--- config.mk ---
export PLATFORM = sky130hd
export DESIGN_NAME = mc_mips_core
export DESIGN_NICKNAME = d
export VERILOG_FILES = /design/src/rtl/mc_mips_core.sv
export SDC_FILE = /design/constraint.sdc
export NUM_CORES = 2
export LEC_CHECK = 0
export BUFFER_PORTS_ARGS = -buffer_cell sky130_fd_sc_hd__buf_2
export CAP_MARGIN = 20
export CORE_MARGIN = 4
export CORE_UTILIZATION = 50
export DETAILED_ROUTE_END_ITERATION = 6
export PLACE_DENSITY = 0.76
export SLEW_MARGIN = 10
export SYNTH_ARGS = -nofsm -noshare
export SYNTH_HDL_FRONTEND = slang
export SYNTH_SLANG_ARGS = --single-unit
--- constraint.sdc ---
create_clock -name clk -period 6.1 [get_ports clk]
set_clock_uncertainty 0.05 [all_clocks]
set_input_delay 0.305 -clock clk [delete_from_list [all_inputs] [get_ports clk]]
set_output_delay 0.305 -clock clk [all_outputs]
set_load 0.05 [all_outputs]
--- src/rtl/mc_mips_core.sv ---
// Multi-cycle MIPS subset core: one req/ready memory port shared by fetch and load/store,
// FSM-sequenced datapath, sticky trap on illegal or misaligned operations.
module mc_mips_core #(
  parameter int          ADDR_WIDTH = 32,
  parameter logic [31:0] RESET_PC   = 32'h0
) (
  input  logic                  clk,
  input  logic                  rst,
  output logic                  mem_req,
  output logic                  mem_we,
  output logic [ADDR_WIDTH-1:0] mem_addr,
  output logic [31:0]           mem_wdata,
  input  logic [31:0]           mem_rdata,
  input  logic                  mem_ready,
  output logic                  retire,
  output logic                  halt,
  output logic [ADDR_WIDTH-1:0] pc_out
);

  localparam logic [5:0] OP_RTYPE = 6'h00;
  localparam logic [5:0] OP_J     = 6'h02;
  localparam logic [5:0] OP_BEQ   = 6'h04;
  localparam logic [5:0] OP_ADDI  = 6'h08;
  localparam logic [5:0] OP_LW    = 6'h23;
  localparam logic [5:0] OP_SW    = 6'h2B;

  localparam logic [5:0] FN_ADD = 6'h20;
  localparam logic [5:0] FN_SUB = 6'h22;
  localparam logic [5:0] FN_AND = 6'h24;
  localparam logic [5:0] FN_OR  = 6'h25;
  localparam logic [5:0] FN_SLT = 6'h2A;

  typedef enum logic [2:0] {
    S_FETCH,
    S_DECODE,
    S_EXEC,
    S_MEM,
    S_WB,
    S_TRAP
  } state_t;

  state_t                state;
  logic [ADDR_WIDTH-1:0] pc;
  logic [31:0]           ir;
  logic [31:0]           a;
  logic [31:0]           b;
  logic [31:0]           alu_out;
  logic [31:0]           mdr;
  logic [31:0]           regs [32];
  logic                  retire_q;

  logic [5:0]  opcode;
  logic [5:0]  funct;
  logic [4:0]  rs;
  logic [4:0]  rt;
  logic [4:0]  rd;
  logic [31:0] sext_imm;
  logic [31:0] pc_ext;
  logic [31:0] jump_target;
  logic [31:0] addr_sum;
  logic [31:0] r_res;
  logic        r_ok;
  logic [4:0]  wb_addr;
  logic [31:0] wb_data;

  assign opcode      = ir[31:26];
  assign rs          = ir[25:21];
  assign rt          = ir[20:16];
  assign rd          = ir[15:11];
  assign funct       = ir[5:0];
  assign sext_imm    = {{16{ir[15]}}, ir[15:0]};
  assign pc_ext      = 32'(pc);
  // Upper PC bits above ADDR_WIDTH are zero in pc_ext and fall away on truncation.
  assign jump_target = {pc_ext[31:28], ir[25:0], 2'b00};
  assign addr_sum    = a + sext_imm;

  always_comb begin
    r_ok  = 1'b1;
    r_res = '0;
    case (funct)
      FN_ADD:  r_res = a + b;
      FN_SUB:  r_res = a - b;
      FN_AND:  r_res = a & b;
      FN_OR:   r_res = a | b;
      FN_SLT:  r_res = {31'b0, ($signed(a) < $signed(b))};
      default: r_ok  = 1'b0;
    endcase
  end

  always_comb begin
    wb_addr = rt;
    wb_data = alu_out;
    if (opcode == OP_RTYPE) begin
      wb_addr = rd;
    end else if (opcode == OP_LW) begin
      wb_data = mdr;
    end
  end

  // Port signals decode only registered state, so they stay stable through wait cycles.
  assign mem_req   = !rst && ((state == S_FETCH) || (state == S_MEM));
  assign mem_we    = (state == S_MEM) && (opcode == OP_SW);
  assign mem_addr  = (state == S_MEM) ? alu_out[ADDR_WIDTH-1:0] : pc;
  assign mem_wdata = b;
  assign retire    = retire_q && !rst;
  assign halt      = !rst && (state == S_TRAP);
  assign pc_out    = pc;

  always_ff @(posedge clk) begin
    if (rst) begin
      state    <= S_FETCH;
      pc       <= RESET_PC[ADDR_WIDTH-1:0];
      ir       <= '0;
      a        <= '0;
      b        <= '0;
      alu_out  <= '0;
      mdr      <= '0;
      retire_q <= 1'b0;
      for (int i = 0; i < 32; i++) begin
        regs[i] <= '0;
      end
    end else begin
      retire_q <= 1'b0;
      case (state)
        S_FETCH: begin
          if (mem_ready) begin
            ir    <= mem_rdata;
            pc    <= pc + ADDR_WIDTH'(4);
            state <= S_DECODE;
          end
        end
        S_DECODE: begin
          a       <= regs[rs];
          b       <= regs[rt];
          alu_out <= pc_ext + {sext_imm[29:0], 2'b00};
          state   <= S_EXEC;
        end
        S_EXEC: begin
          case (opcode)
            OP_RTYPE: begin
              if (r_ok) begin
                alu_out <= r_res;
                state   <= S_WB;
              end else begin
                state <= S_TRAP;
              end
            end
            OP_ADDI: begin
              alu_out <= addr_sum;
              state   <= S_WB;
            end
            OP_LW, OP_SW: begin
              alu_out <= addr_sum;
              state   <= (addr_sum[1:0] != 2'b00) ? S_TRAP : S_MEM;
            end
            OP_BEQ: begin
              if (a == b) begin
                pc <= alu_out[ADDR_WIDTH-1:0];
              end
              retire_q <= 1'b1;
              state    <= S_FETCH;
            end
            OP_J: begin
              pc       <= jump_target[ADDR_WIDTH-1:0];
              retire_q <= 1'b1;
              state    <= S_FETCH;
            end
            default: state <= S_TRAP;
          endcase
        end
        S_MEM: begin
          if (mem_ready) begin
            if (opcode == OP_LW) begin
              mdr   <= mem_rdata;
              state <= S_WB;
            end else begin
              retire_q <= 1'b1;
              state    <= S_FETCH;
            end
          end
        end
        S_WB: begin
          if (wb_addr != 5'd0) begin
            regs[wb_addr] <= wb_data;
          end
          retire_q <= 1'b1;
          state    <= S_FETCH;
        end
        S_TRAP:  state <= S_TRAP;
        default: state <= S_TRAP;
      endcase
    end
  end

endmodule

==> flow_metrics.env <==
export IMPL_slew_headroom=0.210
export IMPL_slew_violations=0
export IMPL_clock_fmax_mhz=207
export IMPL_p_comb_frac=0.201
export IMPL_critPathRequiredTime_ns=6.46
export IMPL_clk_latency_ns=0.81
export IMPL_power_density_nw_per_um2=289
export IMPL_power_leakage_nw=25.4
export IMPL_wl_um=248000
export IMPL_ys_flop_type="edfxtp_1"
export IMPL_seq_area_frac_synth=0.501
export IMPL_criticalPathCategory="reg2reg"
export IMPL_cp_start_kind="flop"
export IMPL_dieArea_sq_um=144000
export IMPL_cp_num_buf_inv=0
export IMPL_synth_common_cells="1210 x nor2_1, 1024 x edfxtp_1, 640 x mux4_2, 446 x nand2_1, 409 x clkbuf_1"
export IMPL_htreeDepth=4
export IMPL_drc=0
export IMPL_swShare=0.311
export IMPL_core_area_sq_um=137000
export IMPL_vias=52900
export IMPL_path_cells="nor2_1 > nand2_1 > o31ai_1 > nor2b_1 > nand2_2 > nand2b_2"
export IMPL_yosysMostFrequentCell="nor2_1"
export IMPL_max_cap_violations=0
export IMPL_hpwl_um=173000
export IMPL_drive_gt1_frac=0.218
export IMPL_die_h_um=380
export IMPL_clkPwrFrac=0.358
export IMPL_postCtsSetupBuffers=0
export IMPL_drt_iter0_markers=10100
export IMPL_seqPwrFrac=0.442
export IMPL_end_kind="flop"
export IMPL_clk_pin_slew_ns=0.06
export IMPL_cts_resized=0
export IMPL_via_per_inst=7.05
export IMPL_finalCriticalPeriod_ns=4.83
export IMPL_peakVddDrop_mv=0.295
export IMPL_synth_cells=5657
export IMPL_internal_power_w=0.0152
export IMPL_grt_start_max_net_pins=145
export IMPL_yosysTopAreaCell="edfxtp_1"
export IMPL_syn_to_final_growth_pct=10.3
export IMPL_ant_nets=0
export IMPL_outcome="completed"
export IMPL_clock_path_buffers=3
export IMPL_syn_avg_cell_area_sq_um=12.2
export IMPL_die_x_um=380
export IMPL_synth_seq_cells=1220
export IMPL_synth_top_cell_area_share=0.445
export IMPL_synth_edf_count=1024
export IMPL_cp_arrival_ns=5.19
export IMPL_tns_ns=0
export IMPL_crit_family="simple AND/OR/NAND/NOR gates"
export IMPL_timing_final_crit_share=0.792
export IMPL_firstDrtPassIters=6
export IMPL_numCtsBuffers=130
export IMPL_grt_usage=0.338
export IMPL_setup_viol=0
export IMPL_grt_pass1_wl_um=357000
export IMPL_p_switching_w=0.00685
export IMPL_routabilityCongestion=1.04
export IMPL_fin_nets=5812
export IMPL_rows=136
export IMPL_io_pin_count=135
export IMPL_grt_pass1_vias=49900
export IMPL_cp_max_fo=33
export IMPL_worstMarginPinSlew_ns=1.17
export IMPL_wl_per_cell_um=33.1
export IMPL_synth_warnings=0
export IMPL_grt_ovfl_total=0
export IMPL_ys_types=95
export IMPL_hold_viol=0
export IMPL_max_stage_delay_ns=0.88
export IMPL_yosys_top_cells_area="edfxtp_1 44%, mux4_2 21%, nor2_1 6.6%, dfxtp_1 5.7%, ha_1 3.1%"
export IMPL_hp_class="in2reg"
export IMPL_synth_async_reset_ratio=0
export IMPL_hold_ws_ns=0.275
export IMPL_port_buffers=134
export IMPL_syn_cell_area_sq_um=69200
export IMPL_cts_tree="yes"
export IMPL_cts_root_buf="clkbuf_16"
export IMPL_start_util=0.503
export IMPL_critPathSlowestCell="o31ai_1"
export IMPL_cts_sinks=1220
export IMPL_rsz0062_at_grt="false"
export IMPL_hold_buffers=36
export IMPL_antenna_found_initial=26
## power by group through the flow
stage          logic [W]  clock network [W]  registers, W
4_1_cts          0.00426            0.00787       0.00972
6_report         0.00443            0.00789       0.00974
5_1_grt          0.00457            0.00825       0.00976
3_5_place_dp     0.00421                  0       0.00989
2_1_floorplan    0.00266                  0       0.00980
3_3_place_gp     0.00421                  0       0.00985
## stage by stage
stage | utilization | instances | setup slack, ns | power [W] | area, sq um
floorplan | - | 5688 | 2.73 | 0.0125 | 69300
global placement | 0.522 | 7225 | 1.60 | 0.0141 | 71800
detailed placement | 0.522 | 7226 | 1.45 | 0.0141 | 71800
CTS | 0.555 | 7500 | 1.39 | 0.0218 | 76300
global route | 0.555 | 7501 | 1.12 | 0.0226 | 76300
finish | 0.555 | 7509 | 1.27 | 0.0221 | 76300
## state kept, by name, indices dropped and copies added (netlist names)
name and cells:
a 32, alu_out 32, ir 32, mdr 32, mem_wdata 32, pc_out 32, regs 1024, retire_q 1
state 3
## path summary, 6_finish.rpt
path | startpoint | endpoint | slack, ns | depth (start not counted)
hold reg to reg | mdr[16] | mdr[16] | 0.42 | 2
setup / recovery | ir[29] | regs[8][9] | 1.27 | 6
hold / removal | mem_rdata[18] | ir[18] | 0.27 | 4
setup reg to reg | ir[29] | regs[8][9] | 1.27 | 6
## kinds of logic after synthesis
group,synth area share
AO/OA/AOI/OAI,0.0766
adder cells (fa/ha/maj),0.0323
flip-flops,0.501
other,0.0000542
multiplexers,0.226
buffers and inverters,0.0355
XOR/XNOR,0.00937
AND/OR/NAND/NOR,0.119
## worst min-delay path: cells and delay by family
family	cells	cell delay (ns)
buf+inv	2	0.67
simple gates	1	0.06
compound gates	1	0.05
## per-layer routing
| layer | share of wire | GRT usage | up-vias |
|---|---|---|---|
| met5 | 0.00060 | 0 | - |
| met4 | 0.050 | 0.132 | 22 |
| met3 | 0.16 | 0.121 | 750 |
| met2 | 0.45 | 0.515 | 4670 |
| met1 | 0.34 | 0.447 | 26300 |
| li1 | - | - | 21200 |
## cell type report
type,count,area [sq um]
multi-input combinational,3836,32600
sequential,1220,34700
inverter,116,435
clock inverter,77,697
fill,10900,61200
antenna,8,20.0
timing repair buffer,297,2130
clock buffer,161,3440
tap,1794,2240
## placed cells by master, fill, tap and decap left out, types with 36 or more instances in the layout
cell              n
a21oi_1         258
dlygate4sd3_1    36
a21o_1           41
nor3_1           60
clkbuf_16       132
mux4_2          640
a211oi_1        118
buf_4           114
nand3_1          63
ha_1            172
inv_1           115
edfxtp_1       1024
buf_2           134
nand2_1         413
xnor2_1          49
o21ai_0         125
nor2_1         1209
mux2i_1          84
dfxtp_1         185
Power figures use the tool's default switching activity.
